===== src/rtl/fwd_pkg.sv =====
// fwd_pkg: shared widths and FSM state type for the forwarding source producer
package fwd_pkg;
  localparam int REG_NUM_W = 4;
  localparam int DATA_W = 16;
  typedef enum logic {IDLE = 1'b0, STALL = 1'b1} state_t;
endpackage


===== src/rtl/fwd_slot.sv =====
// fwd_slot: one forwarding slot register (valid/load/num/value) with a bubble input
import fwd_pkg::*;
module fwd_slot (
  input  logic                 clk,
  input  logic                 rst,
  input  logic                 en,
  input  logic                 bubble,
  input  logic                 d_valid,
  input  logic                 d_load,
  input  logic [REG_NUM_W-1:0] d_num,
  input  logic [DATA_W-1:0]    d_value,
  output logic                 q_valid,
  output logic                 q_load,
  output logic [REG_NUM_W-1:0] q_num,
  output logic [DATA_W-1:0]    q_value
);
  // capture on enabled edges; a bubble kills valid and load so nothing is forwarded
  always_ff @(posedge clk) begin
    if (!rst) begin
      q_valid <= 1'b0;
      q_load  <= 1'b0;
      q_num   <= '0;
      q_value <= '0;
    end else if (en) begin
      q_valid <= d_valid & ~bubble;
      q_load  <= d_load & ~bubble;
      q_num   <= d_num;
      q_value <= d_value;
    end
  end
endmodule


===== src/rtl/fwd_source_producer.sv =====
// fwd_source_producer: two-slot forwarding source with one-cycle load-use stall
import fwd_pkg::*;
module fwd_source_producer (
  input  logic                 clk,
  input  logic                 rst,
  input  logic                 enable,
  input  logic                 flush,
  input  logic                 EX_WB_Valid,
  input  logic                 EX_Is_Load,
  input  logic [REG_NUM_W-1:0] EX_Dst_NUM,
  input  logic [DATA_W-1:0]    EX_Result,
  input  logic [DATA_W-1:0]    MEM_Data,
  input  logic [REG_NUM_W-1:0] ID_Src_1_NUM,
  input  logic [REG_NUM_W-1:0] ID_Src_2_NUM,
  input  logic                 ID_Src_1_Used,
  input  logic                 ID_Src_2_Used,
  output logic [REG_NUM_W-1:0] Old_Dst_1_NUM,
  output logic [DATA_W-1:0]    Old_Dst_1_VALUE,
  output logic                 M2R1,
  output logic [REG_NUM_W-1:0] Old_Dst_2_NUM,
  output logic [DATA_W-1:0]    Old_Dst_2_VALUE,
  output logic                 M2R2,
  output logic                 Stall
);
  state_t state, state_nx;
  logic hazard;
  logic s1_valid, s1_load, s2_valid, s2_load;
  fwd_slot u_slot1 (
    .clk(clk), .rst(rst), .en(enable), .bubble(flush | (state == STALL)),
    .d_valid(EX_WB_Valid), .d_load(EX_Is_Load), .d_num(EX_Dst_NUM), .d_value(EX_Result),
    .q_valid(s1_valid), .q_load(s1_load), .q_num(Old_Dst_1_NUM), .q_value(Old_Dst_1_VALUE)
  );
  fwd_slot u_slot2 (
    .clk(clk), .rst(rst), .en(enable), .bubble(1'b0),
    .d_valid(s1_valid), .d_load(s1_load), .d_num(Old_Dst_1_NUM),
    .d_value(s1_load ? MEM_Data : Old_Dst_1_VALUE),
    .q_valid(s2_valid), .q_load(s2_load), .q_num(Old_Dst_2_NUM), .q_value(Old_Dst_2_VALUE)
  );
  assign M2R1 = s1_valid & ~s1_load;
  assign M2R2 = s2_valid;
  assign Stall = (state == STALL);
  // load-use detection; STALL always falls back to IDLE so hazards never chain
  always_comb begin
    hazard = EX_WB_Valid & EX_Is_Load & ~flush &
             ((ID_Src_1_Used & (ID_Src_1_NUM == EX_Dst_NUM)) |
              (ID_Src_2_Used & (ID_Src_2_NUM == EX_Dst_NUM)));
    state_nx = state;
    if (enable) state_nx = (state == IDLE && hazard) ? STALL : IDLE;
  end
  // FSM state register
  always_ff @(posedge clk) begin
    if (!rst) state <= IDLE;
    else state <= state_nx;
  end
endmodule


===== config.mk =====
export PLATFORM = sky130hd
export DESIGN_NAME = fwd_source_producer
export DESIGN_NICKNAME = d
export VERILOG_FILES = /design/src/rtl/fwd_pkg.sv /design/src/rtl/fwd_slot.sv /design/src/rtl/fwd_source_producer.sv
export SDC_FILE = /design/constraint.sdc
export NUM_CORES = 1
export LEC_CHECK = 0
export ABC_AREA = 1
export ABC_CLOCK_PERIOD_IN_PS = 1200
export CORE_MARGIN = 2
export CORE_UTILIZATION = 40
export DETAILED_ROUTE_END_ITERATION = 16
export GPL_TIMING_DRIVEN = 0
export PLACE_DENSITY = 0.91
export SKIP_LAST_GASP = 1
export SYNTH_ARGS = -nofsm -noshare
export SYNTH_HDL_FRONTEND = slang
export SYNTH_SLANG_ARGS = --single-unit

===== constraint.sdc =====
create_clock -name clk -period 1.2 [get_ports clk]
set_clock_uncertainty 0.1 [all_clocks]
set_input_delay 0.24 -clock clk [delete_from_list [all_inputs] [get_ports clk]]
set_output_delay 0.24 -clock clk [all_outputs]
set_load 0.02 [all_outputs]

==> results of run 1 <==
## report_power, final
| part | total, W | switching, W | internal (W) |
|---|---|---|---|
| sequential | 0.00162 | 0.0000614 | 0.00156 |
| combinational | 0.000778 | 0.000410 | 0.000368 |
| clock | 0.000935 | 0.000466 | 0.000470 |
## registers in the layout, summed over array words and instances (netlist names)
signal           flops
u_slot2.q_num        4
u_slot1.q_valid      1
u_slot2.q_value     16
Stall                1
u_slot2.q_valid      1
u_slot1.q_num        4
u_slot1.q_load       1
u_slot1.q_value     16
## final cells by class
class / instances / area (µm²)
fill: 447 / 1750
buffer: 14 / 111
tap: 54 / 67.6
inverter: 31 / 124
sequential: 44 / 883
timing repair buffer: 102 / 833
multi-input combinational: 174 / 836
clock buffer: 8 / 90.1
## worst max-delay path: cells and delay by family, from the launching register on
| family | cells | cell delay [ns] |
|---|---|---|
| buffers and inverters | 2 | 0.24 |
| DFF | 1 | 0.34 |
| and+or+nand+nor | 1 | 0.10 |
## repair_timing
action,CTS,global route
buffers inserted,3,5
endpoints found under the setup margin,59,38
pin swaps,1,3
resized for setup,180,23
## Yosys cell counts
cell type	number	area, µm²
sky130_fd_sc_hd__a21oi_1	6	30.0
sky130_fd_sc_hd__a21oi_2	2	17.5
sky130_fd_sc_hd__buf_2	7	35.0
sky130_fd_sc_hd__buf_4	3	22.5
sky130_fd_sc_hd__buf_6	5	56.3
sky130_fd_sc_hd__clkbuf_2	1	5.00
sky130_fd_sc_hd__dfxtp_1	44	881
sky130_fd_sc_hd__inv_1	26	97.6
sky130_fd_sc_hd__inv_2	4	15.0
sky130_fd_sc_hd__inv_4	1	6.26
sky130_fd_sc_hd__nand2_1	51	191
sky130_fd_sc_hd__nand2_2	3	18.8
sky130_fd_sc_hd__nand3_1	18	90.1
sky130_fd_sc_hd__nand3b_1	1	7.51
sky130_fd_sc_hd__nand4_2	1	12.5
sky130_fd_sc_hd__nor2_1	46	173
sky130_fd_sc_hd__nor2_2	2	12.5
sky130_fd_sc_hd__o211ai_1	16	120
sky130_fd_sc_hd__o21ai_0	25	125
sky130_fd_sc_hd__o21ai_1	1	5.00
sky130_fd_sc_hd__o21ai_2	1	8.76
sky130_fd_sc_hd__xnor2_1	1	8.76
## per-layer routing
layer  share of wire, %  track usage (%)
met4                1.4             7.47
met5                  0                0
met3                6.9             2.61
met1                 43             27.6
met2                 48             35.8
## per-stage QoR
step	worst slack [ns]	utilization [%]
after global routing	-0.145	62.8
final	-0.106	62.8
after floorplan	0.0717	-
after detailed placement	-0.465	62.9
after CTS	-0.182	61.1
after global placement	-0.467	62.9
## final timing paths
path / startpoint / endpoint / slack, ns
setup / recovery: u_slot1.q_load / M2R1 / -0.11
hold / removal: EX_Dst_NUM[3] / u_slot1.q_num[3] / 0.18
setup reg to reg: u_slot1.q_load / u_slot2.q_value[0] / -0.01
hold reg to reg: u_slot2.q_value[3] / u_slot2.q_value[3] / 0.38
## layout by cell type (no fill, tap or decap), drive strengths merged, types with 7 or more instances in the layout
cell type / instances
clkbuf: 11
o211ai: 16
a21oi: 8
clkdlybuf4s50: 43
nand2: 54
inv: 31
nand3: 18
dfxtp: 44
o21ai: 27
dlymetal6s2s: 7
buf: 62
nor2: 48
## cells by family (layout without fill, tap and decap cells)
family / count (synthesis) / after routing / share of synthesized area [%]
and+or+nand+nor: 122 / 122 / 26.1
xor gates and xnor gates: 1 / 1 / 0.452
buffers and inverters: 47 / 155 / 12.3
AOI/OAI and AO/OA: 51 / 51 / 15.8
DFF: 44 / 44 / 45.4
==> metrics.txt, run 1 <==
# TYPE chip_impl_metric gauge
chip_impl_metric{name="distinct_cells_synth",unit=""} 22
chip_impl_metric{name="number_of_antenna_violations_at_the_first_check_in_global_routing",unit=""} 0
chip_impl_info{name="hold_path.class",value="in -> reg"} 1
chip_impl_metric{name="num-nets-final",unit=""} 424
chip_impl_metric{name="crit_path_max_fanout",unit=""} 2
chip_impl_metric{name="global_route.overflow_total",unit=""} 0
chip_impl_metric{name="final_layout_size_suffix_gt1_share",unit="%"} 24.1
chip_impl_metric{name="tritoncts.num_buffers",unit=""} 5
chip_impl_metric{name="slew_headroom",unit="%"} 82.8
chip_impl_metric{name="grt_pass1_vias",unit=""} 1991
chip_impl_metric{name="routed_via_density",unit=""} 4.90
chip_impl_metric{name="report.power.total",unit="W"} 0.00333
chip_impl_metric{name="total_of_hold_buffers_inserted_after_clock_tree_synthesis",unit=""} 0
chip_impl_info{name="clk_root_buffer_cell",value="sky130_fd_sc_hd__clkbuf_8"} 1
chip_impl_metric{name="hpwlAfterDp",unit="µm"} 4070
chip_impl_info{name="critical_path.slowest_cell",value="sky130_fd_sc_hd__dfxtp_2"} 1
chip_impl_metric{name="initial_core_util",unit="%"} 41.3
chip_impl_metric{name="post_synth_instance_area",unit="µm²"} 1940
chip_impl_metric{name="critPathArrivalTime",unit="ns"} 0.97
chip_impl_metric{name="clk_pin_slew_worst_paths",unit="ns"} 0.08
chip_impl_metric{name="postSynthNetCount",unit=""} 317
chip_impl_metric{name="chipHeight",unit="µm"} 73.6
chip_impl_metric{name="global_route_wire_length_before_repair",unit="µm"} 8980
chip_impl_metric{name="cpPeakStageDelay",unit="ns"} 0.34
chip_impl_metric{name="drt_first_pass_iters",unit=""} 4
chip_impl_metric{name="dr_total_vias",unit=""} 2092
chip_impl_metric{name="dp.cells",unit=""} 413
chip_impl_info{name="outcome",value="finished with violations"} 1
chip_impl_metric{name="worst_hold_depth",unit=""} 3
chip_impl_metric{name="maxcap_violations",unit=""} 0
chip_impl_info{name="tritoncts",value="built"} 1
chip_impl_metric{name="cellLeakagePower",unit="nW"} 1.53
chip_impl_metric{name="grt_max_degree",unit=""} 13
chip_impl_metric{name="floorplan.rows",unit=""} 25
chip_impl_metric{name="cts_sinks",unit=""} 44
chip_impl_metric{name="netlist_instances",unit=""} 265
chip_impl_metric{name="i_o_pins",unit=""} 95
chip_impl_metric{name="synthToLayoutAreaGrowth",unit="%"} 51.9
chip_impl_metric{name="number_of_endpoints_with_negative_hold_slack_in_the_final_report",unit=""} 0
chip_impl_metric{name="final_design_area_no_fill",unit="µm²"} 2950
chip_impl_metric{name="gp_congestion",unit=""} 0.776
chip_impl_metric{name="final.hold.worst_slack",unit="ns"} 0.178
chip_impl_info{name="grt_setup_unrepaired",value="yes"} 1
chip_impl_metric{name="fin_tns_setup",unit="ns"} -0.111
chip_impl_metric{name="route.detailed.drc",unit=""} 0
chip_impl_metric{name="cellPowerDensity",unit="nW/µm²"} 1130
chip_impl_metric{name="fmax",unit="GHz"} 0.766
chip_impl_metric{name="numPortBuffers",unit=""} 94
chip_impl_metric{name="synth_sequential_area_ratio",unit="%"} 45.4
chip_impl_metric{name="clock_insertion_delay_worst_skew",unit="ns"} 0.29
chip_impl_metric{name="diodes",unit=""} 0
chip_impl_metric{name="grt_use_total",unit="%"} 21.2
chip_impl_metric{name="cts-htree-levels",unit=""} 2
chip_impl_metric{name="critPathRequiredTime",unit="ns"} 0.86
chip_impl_metric{name="postSynthRegisterBits",unit=""} 44
chip_impl_metric{name="ff2ff_path_depth",unit=""} 7
chip_impl_metric{name="wirelength",unit="µm"} 5630
chip_impl_metric{name="final_report_setup_violation_count",unit=""} 2
chip_impl_info{name="critical_path_launch_point_type",value="register"} 1
chip_impl_info{name="crit_path_cells",value="buf_8 -> nor2_4 -> buf_6"} 1
chip_impl_metric{name="timing.final.max_slew_violations",unit=""} 0
chip_impl_metric{name="design.core.area",unit="µm²"} 4690
chip_impl_info{name="worst-setup-path-type",value="reg -> out"} 1
chip_impl_metric{name="fp.dieArea",unit="µm²"} 5420
chip_impl_metric{name="final_cells",unit=""} 427
chip_impl_metric{name="wl_per_cell",unit="µm"} 13.2
chip_impl_metric{name="worst_ir_drop_vdd",unit="mV"} 0.547
chip_impl_metric{name="fp.dieW",unit="µm"} 73.6
chip_impl_metric{name="setup_ws",unit="ns"} -0.106
chip_impl_info{name="timing.critical_path.to_type",value="output pin"} 1
chip_impl_metric{name="post_synth.cell_area_avg",unit="µm²"} 7.32
chip_impl_metric{name="max_slew.worst_pin.slew",unit="ns"} 0.258
chip_impl_metric{name="postRouteAntennaNets",unit=""} 0
chip_impl_metric{name="layout_worst_path_cycle_share",unit="%"} 109
chip_impl_metric{name="yosysWarnings",unit=""} 0
chip_impl_metric{name="cts_max_path_buffers",unit=""} 2
chip_impl_metric{name="period_minus_slack",unit="ns"} 1.31
chip_impl_metric{name="dpl_cell_area",unit="µm²"} 2950
chip_impl_info{name="violations",value="setup timing"} 1
chip_impl_metric{name="first_iter_violations",unit=""} 142
(Power assumes the default switching activity.)
==> inputs of run 2 (changes only) <==
--- a/config.mk
+++ b/config.mk
@@ -9,6 +9,7 @@
 export ABC_CLOCK_PERIOD_IN_PS = 1200
 export CORE_MARGIN = 2
 export CORE_UTILIZATION = 40
+export CTS_CLUSTER_SIZE = 25
 export DETAILED_ROUTE_END_ITERATION = 16
 export GPL_TIMING_DRIVEN = 0
 export PLACE_DENSITY = 0.91
==> results of run 2 <==
Final layout, timing and power as in run 1 (identical DEF).
